===== config.mk =====
export PLATFORM = sky130hd
export DESIGN_NAME = fifo_reader
export DESIGN_NICKNAME = d
export VERILOG_FILES = /design/src/rtl/fifo_pkg.sv /design/src/rtl/global_pkg.sv /design/src/rtl/reader_buf2.sv /design/src/rtl/fifo_reader.sv
export SDC_FILE = /design/constraint.sdc
export NUM_CORES = 1
export LEC_CHECK = 0
export ABC_AREA = 1
export CORE_UTILIZATION = 40
export CTS_BUF_LIST = sky130_fd_sc_hd__clkbuf_16
export DETAILED_ROUTE_END_ITERATION = 10
export GPL_TIMING_DRIVEN = 0
export HOLD_SLACK_MARGIN = 0.1
export PLACE_DENSITY = 0.69
export REMOVE_ABC_BUFFERS = 1
export SLEW_MARGIN = 10
export SYNTH_ARGS = -nofsm -noshare
export SYNTH_HDL_FRONTEND = slang
export SYNTH_SLANG_ARGS = --single-unit
export TNS_END_PERCENT = 10

===== constraint.sdc =====
create_clock -name clk -period 1.9 [get_ports clk]
set_input_delay 0.38 -clock clk [delete_from_list [all_inputs] [get_ports clk]]
set_output_delay 0.38 -clock clk [all_outputs]
set_load 0.02 [all_outputs]

===== src/rtl/fifo_pkg.sv =====
// Types and defaults for the FIFO reader: occupancy states and default widths.
package fifo_pkg;
  typedef enum logic [1:0] {
    RD_EMPTY = 2'd0,
    RD_ONE   = 2'd1,
    RD_TWO   = 2'd2
  } READER_STATE_e;

  localparam int DEF_DW    = 8;
  localparam int DEF_CNT_W = 16;

  function automatic logic [1:0] occupancy(input READER_STATE_e s);
    case (s)
      RD_ONE:  return 2'd1;
      RD_TWO:  return 2'd2;
      default: return 2'd0;
    endcase
  endfunction
endpackage


===== src/rtl/global_pkg.sv =====
// Project-wide boolean constants shared by every block.
package global_pkg;
  localparam logic TRUE  = 1'b1;
  localparam logic FALSE = 1'b0;
endpackage


===== src/rtl/reader_buf2.sv =====
// Two-entry in-order word buffer; tail written on push, head advanced on adv.
module reader_buf2
  import fifo_pkg::*;
#(
  parameter int DW = DEF_DW
) (
  input  logic          clk,
  input  logic          rst,
  input  logic          push_i,
  input  logic          adv_i,
  input  logic [DW-1:0] wdata_i,
  output logic [DW-1:0] head_o
);
  logic [DW-1:0] mem_q [2];
  logic          head_q, head_d;
  logic          tail_q, tail_d;

  always_comb begin
    head_d = adv_i  ? ~head_q : head_q;
    tail_d = push_i ? ~tail_q : tail_q;
  end

  always_ff @(posedge clk) begin
    if (rst) begin
      head_q <= 1'b0;
      tail_q <= 1'b0;
    end else begin
      head_q <= head_d;
      tail_q <= tail_d;
    end
  end

  // Storage carries no reset; validity is owned by the reader FSM.
  always_ff @(posedge clk) begin
    if (push_i) mem_q[tail_q] <= wdata_i;
  end

  assign head_o = mem_q[head_q];
endmodule


===== src/rtl/fifo_reader.sv =====
// Reads a latency-1 FIFO into a two-entry buffer and presents it as a
// valid/ready stream, counting completed downstream transfers.
module fifo_reader
  import global_pkg::*;
  import fifo_pkg::*;
#(
  parameter int DW    = DEF_DW,
  parameter int CNT_W = DEF_CNT_W
) (
  input  logic             clk,
  input  logic             rst,
  input  logic             enable,
  input  logic             empty,
  input  logic [DW-1:0]    rd_data,
  output logic             pop,
  output logic [DW-1:0]    m_data,
  output logic             m_valid,
  input  logic             m_ready,
  output logic [CNT_W-1:0] xfer_cnt
);
  READER_STATE_e    state_q, state_d;
  logic             inflight_q;
  logic [CNT_W-1:0] xfer_cnt_q, xfer_cnt_d;
  logic             capture, xfer;
  logic [2:0]       committed;
  logic [DW-1:0]    head;

  // A word popped last cycle arrives now; reset discards it.
  assign capture   = inflight_q && !rst;
  assign xfer      = m_valid && m_ready;
  assign committed = {1'b0, occupancy(state_q)} + {2'b00, inflight_q};

  reader_buf2 #(.DW(DW)) u_buf (
    .clk     (clk),
    .rst     (rst),
    .push_i  (capture),
    .adv_i   (xfer),
    .wdata_i (rd_data),
    .head_o  (head)
  );

  always_ff @(posedge clk) begin
    if (rst) begin
      state_q    <= RD_EMPTY;
      inflight_q <= FALSE;
      xfer_cnt_q <= '0;
    end else begin
      state_q    <= state_d;
      inflight_q <= pop;
      xfer_cnt_q <= xfer_cnt_d;
    end
  end

  always_comb begin
    state_d    = state_q;
    xfer_cnt_d = xfer ? xfer_cnt_q + CNT_W'(1) : xfer_cnt_q;
    case ({capture, xfer})
      2'b10: begin
        case (state_q)
          RD_EMPTY: state_d = RD_ONE;
          default:  state_d = RD_TWO;
        endcase
      end
      2'b01: begin
        case (state_q)
          RD_TWO:  state_d = RD_ONE;
          default: state_d = RD_EMPTY;
        endcase
      end
      default: state_d = state_q;
    endcase
  end

  // Pop only when the word can be guaranteed a buffer slot on arrival.
  always_comb begin
    m_valid = (state_q != RD_EMPTY) && !rst;
    m_data  = m_valid ? head : '0;
    pop     = FALSE;
    if (!rst && enable && !empty && (committed < 3'd2 + {2'b00, xfer}))
      pop = TRUE;
  end

  assign xfer_cnt = xfer_cnt_q;
endmodule

---- Word level (Yosys, flattened, before mapping) ----
Memory sizes are Yosys's and may differ from the RTL's. A register that Yosys moved wholly into a read port is not among the register bits.
Index checks and enable logic that the tools add are counted.
storage, ports and cells
  register bits ........................... 21
  RAM bits ................................ 16
  input port bits ......................... 13
  output and inout bits ................... 26
  memories kept ........................... 1
memories
  memory       depth  width  rd ports  clocked after Yosys merged registers in  write ports  RTL line           text
  u_buf.mem_q  2      8      1         1                                        1            reader_buf2.sv:14  logic [DW-1:0] mem_q [2];
operators by class
  add/sub/neg operators ................... 3
  $lt $le $gt $ge ......................... 1
  equal/unequal tests ..................... 4
  muxes and demuxes ....................... 10
  bitwise logic cells ..................... 2
  reductions and logical operators ........ 11
operators with widths
  operator                                                          count
  16-bit by 1-bit adder with 16-bit output (second input constant)  1
  8-bit two-way mux                                                 1
  2-bit case mux with 2 select lines                                2
  1-bit logical AND                                                 6
  1-bit two-way mux                                                 6
  2-bit by 1-bit == test with 1-bit output (second input constant)  2
  2-bit == test (second input constant)                             2
  2-bit nonzero test                                                2
  2-bit by 1-bit adder with 3-bit output                            1
  2-bit by 1-bit adder with 3-bit output (first input constant)     1
  3-bit < comparator                                                1
  1-bit zero test                                                   2
  2-bit zero test                                                   1
  2-bit two-way mux                                                 1
  1-bit NOT                                                         2

---- Depth between registers and ports, before layout ----
  depth in word-level cells ............... 7
  gate-level depth with buffers ........... 9
  mapped depth without buffers ............ 9

---- Cells and area by module ----
Synthesis repeated with hierarchy kept, for this count alone.
second synthesis, totals
  cell total of the unflattened synthesis .. 229
  area, all modules ....................... 1843.0 µm²
modules (own cells, without submodules)
  module       times used  cells each  area each (µm²)
  fifo_reader  1           172         1142.3
  reader_buf2  1           57          700.7

---- Worst setup path after synthesis ----
OpenSTA, ideal clock, no wires.
  path kind ............................... register to output
  start ................................... register state_q[0]
  end ..................................... output port pop
  arrival ................................. 1187 ps
  slack ................................... 333 ps
  cell stages (with the launch flop) ...... 7
  path buffers ............................ 0
  path through ............................ dfxtp_1 > inv_2 > nor2_1 > ha_1 > ha_1 > o21ai_1 > and3_1
between the ends
  word-level cells in the longest chain between the ends .. 7
ends and longest elaborated chain
  element                                                                                         RTL line           text
  start: declaration                                                                              fifo_reader.sv:21  READER_STATE_e state_q, state_d;
  start signal: assignment                                                                        fifo_reader.sv:48  state_q <= state_d;
  parallel branches: the longest is 4 deep, another holds 2-bit by 1-bit adder with 3-bit output  --
  3-bit < comparator *                                                                            fifo_reader.sv:79  if (!rst && enable && !empty && (committed < 3'd2 + {2'b00, xfer}))
  1-bit logical AND *                                                                             fifo_reader.sv:79
  1-bit two-way mux *                                                                             fifo_reader.sv:79
  end: declaration                                                                                fifo_reader.sv:15  output logic pop,
Every way passes the cells marked *.

---- Final worst setup path ----
Ends and elaborated chain as after synthesis.

==> qor.csv <==
stage;metric;value;unit
routing;DRT iter0 DRCs;31;
synthesis;proportion of synthesized chip area in sequential cells;0.504;
critical_path;Crit-path slowest cell;sky130_fd_sc_hd__dfxtp_2;
sta;aggregate negative setup slack;0;ps
routing;vias after detailed routing;1471;
global_route;global-route wire length before repair;5.74;mm
synthesis;count of different cell masters after synthesis;26;
routing;final wirelength;3.55;mm
sta;max-slew violation count;0;
sta;crit path setup slack, layout;22.1;ps
sta;clock period minus worst slack;1880;ps
sta;unrepaired setup endpoints after global routing;yes;
floorplanning;area enclosed by the die boundary;4840;um^2
power;worst-case vdd ir drop;0.407;mV
critical_path;reg-to-reg startpoint;state_q[0];
global_route;grt met2 use;0.254;
synthesis;most common flop cell mapped by yosys;sky130_fd_sc_hd__dfxtp_1;
floorplanning;count of standard-cell rows;24;
synthesis;post-synth design cell area;1830;um^2
routing;drt pass-1 iters;4;
critical_path;highest fanout seen on the critical path;4;
floorplanning;Die Span X;69.6;um
global_route;GRT Overall Usage;0.150;
final_layout;diode count;0;
final_layout;NumNets Final;276;
cts;buffer levels on the longest clock path;2;
final_layout;share of cells above drive strength 1;0.173;
synthesis;Async S/R FF share, synth;0;
cts;Post-CTS Hold Fix Bufs;0;
global_route;largest net degree at the start of global routing;13;
critical_path;CP peak stage delay;310;ps
sta;Layout Skew;6.55;ps
global_route;met3 global-route usage;0.0436;
critical_path;reg-to-reg endpoint;state_q[0];
sta;# setup viols final;0;
critical_path;Setup Crit Path Kind;reg -> out;
flow_run;max-cap check violation count;0;
sta;measured slew at the worst slew-check pin;732;ps
hold_path;class of the worst hold path;in -> reg;
synthesis;dominant cell type by area after synthesis;sky130_fd_sc_hd__edfxtp_1;
final_layout;number of filler cells placed in the layout;421;
global_route;global routing's busiest layer;met2;
hold_path;worst hold path startpoint;rst;
sta;Fin Hold WS;437;ps
global_route;initial antenna violation count;0;
power;Power, Total;1.97;mW
routing;Antenna Violating Nets Remaining;0;
sta;crit share post-route;0.988;
cts;root buffer selected by CTS;sky130_fd_sc_hd__clkbuf_16;
critical_path;worst path required time;1520;ps
placement;final estimated routing congestion in global placement;0.762;
placement;half-perimeter wire length after placement;2.40;mm
placement;post-place instance area;2240;um^2
synthesis;Mapped Avg Cell Area;8.54;um^2
sta;max frequency;533;MHz
floorplanning;height of the chip;69.6;um
cts;clock insertion delay at the later pin of the skew report;280;ps
synthesis;post-synth top area share;0.263;
synthesis;post-synthesis instance total;214;
synthesis;leading cell types by count after synthesis;sky130_fd_sc_hd__nand2_1, sky130_fd_sc_hd__nor2_1, sky130_fd_sc_hd__inv_1;
synthesis;count of yosys warnings during synthesis;0;
floorplanning;Ports;39;
critical_path;length in cells of the worst reg-to-reg path;11;
placement;count of port buffers added during placement;38;
cts;htree depth;2;
final_layout;post-route cell area;2470;um^2
routing;post-route DRC violation count;0;
critical_path;startpoint class of the critical path;register;
synthesis;count of flip-flops with a built-in enable after synthesis;16;
floorplanning;initial core utilization;0.417;
critical_path;worst path arrival time;1500;ps
final_layout;non-filler cells, final;312;
cts;number of clock sinks;38;
cts;number of buffers created by CTS;5;
routing;average wire per cell in the routed design;11.4;um
final_layout;area used by multi-input combinational logic;801;um^2
critical_path;type of destination of the critical path;output pin;
run_status;result of the run;finished clean;
sta;final hold violation count;0;
placement;placed instance count;300;
routing;routed via count divided by cell count;4.71;
floorplanning;core area;4380;um^2
final_layout;end-of-flow core utilization;0.563;
global_route;met1 global-route usage;0.186;
synthesis;synthesis-stage register bit count;38;
cts;CTS tree;done;
power;leakage power of the design;1.03;nW
cts;Reg clk slew, reported paths;50;ps
placement;Post-Place Worst Slack;-1040;ps
critical_path;critical-path cell list;inv_2 -> nor2_2 -> ha_2 -> ha_4 -> nor3_4 -> and3_1 -> buf_6;
synthesis;most common cell in the synthesized netlist;sky130_fd_sc_hd__nand2_1;
hold_path;cell depth of the worst min-delay path;2;
critical_path;R2R setup slack;230;ps
global_route;number of global-route vias before repair;1316;
final_layout;sequential cell area;925;um^2
sta;headroom to the max-slew limit;0.510;
synthesis;biggest area contributors in the synthesized netlist;sky130_fd_sc_hd__edfxtp_1, sky130_fd_sc_hd__dfxtp_1, sky130_fd_sc_hd__nand2_1;
power;power density of the placed cells;798;nW/um^2
final_layout;area added between synthesis and finish;35.0;%
global_route;grt total ovfl;0;
final cells by class:
type	count	share of cell area
multi-input cells	143	0.325
clock buffers	5	0.0507
inverters	29	0.0452
well taps	52	0.0264
repair inverters	1	0.00304
flip-flops and latches	38	0.375
clock inverters	3	0.0162
repair buffers	41	0.159
what timing repair did:
item | 4_1_cts | 5_1_grt
buffers inserted | 2 | 1
pin swaps | 1 | 3
gates resized for setup | 15 | 26
gates cloned | 1 | 0
setup endpoints to repair | 29 | 20
state kept, by name (all words and copies together) (netlist names), named ones only:
register,flops
inflight_q,1
u_buf.tail_q,1
u_buf.mem_q,16
u_buf.head_q,1
state_q,2
xfer_cnt,16
worst max-delay path: cells and delay by family, from the launching register on:
kind / cells / cell delay [ps]
buf+inv: 2 / 180
flops: 1 / 310
fa+ha+maj: 2 / 340
simple gates: 3 / 390
kinds of logic (layout without fill, tap and decap cells):
family,Yosys count,count (layout),share of synthesized area
AO/OA/AOI/OAI,19,19,0.0534
AND/OR/NAND/NOR,111,111,0.286
multiplexers,8,8,0.0493
flip-flops,38,38,0.504
XOR/XNOR,1,1,0.00480
buffers and inverters,33,79,0.0753
adder cells (fa/ha/maj),4,4,0.0274
power by group:
| part | internal, mW | leakage [nW] | total (mW) | switching [mW] |
|---|---|---|---|---|
| combinational | 0.0785 | 0.626 | 0.172 | 0.0931 |
| sequential | 0.866 | 0.324 | 0.876 | 0.0101 |
| clock | 0.613 | 0.0836 | 0.920 | 0.307 |
routing by layer:
metal | part of all wire | up-vias
met5 | 0 | -
met3 | 0.052 | 2
met1 | 0.47 | 654
met2 | 0.46 | 33
li1 | - | 782
met4 | 0.010 | 0
cells in the final DEF, fill, tap and decap left out, drive strengths merged, types with 3 or more instances in the layout:
cell type      Yosys  final
clkdlybuf4s50      0     27
buf                3      5
inv               29     29
ha                 4      4
clkbuf             1      7
clkdlybuf4s15      0      6
nand3             15     15
dfxtp             22     22
nand2             49     49
mux2               8      8
a21oi             12     12
edfxtp            16     16
nor2              39     39
and2               3      3
o21ai              6      6
worst max path at each step:
stage                           from  endpoint  slack [ps]  cells after the start
after CTS                 state_q[0]       pop        -200                      7
after floorplan                  rst       pop         250                      4
after global routing      state_q[0]       pop         -40                      7
final                     state_q[0]       pop          20                      7
after global placement           rst       pop       -1040                      6
after detailed placement         rst       pop       -1040                      6
Power figures use the tool's default switching activity.
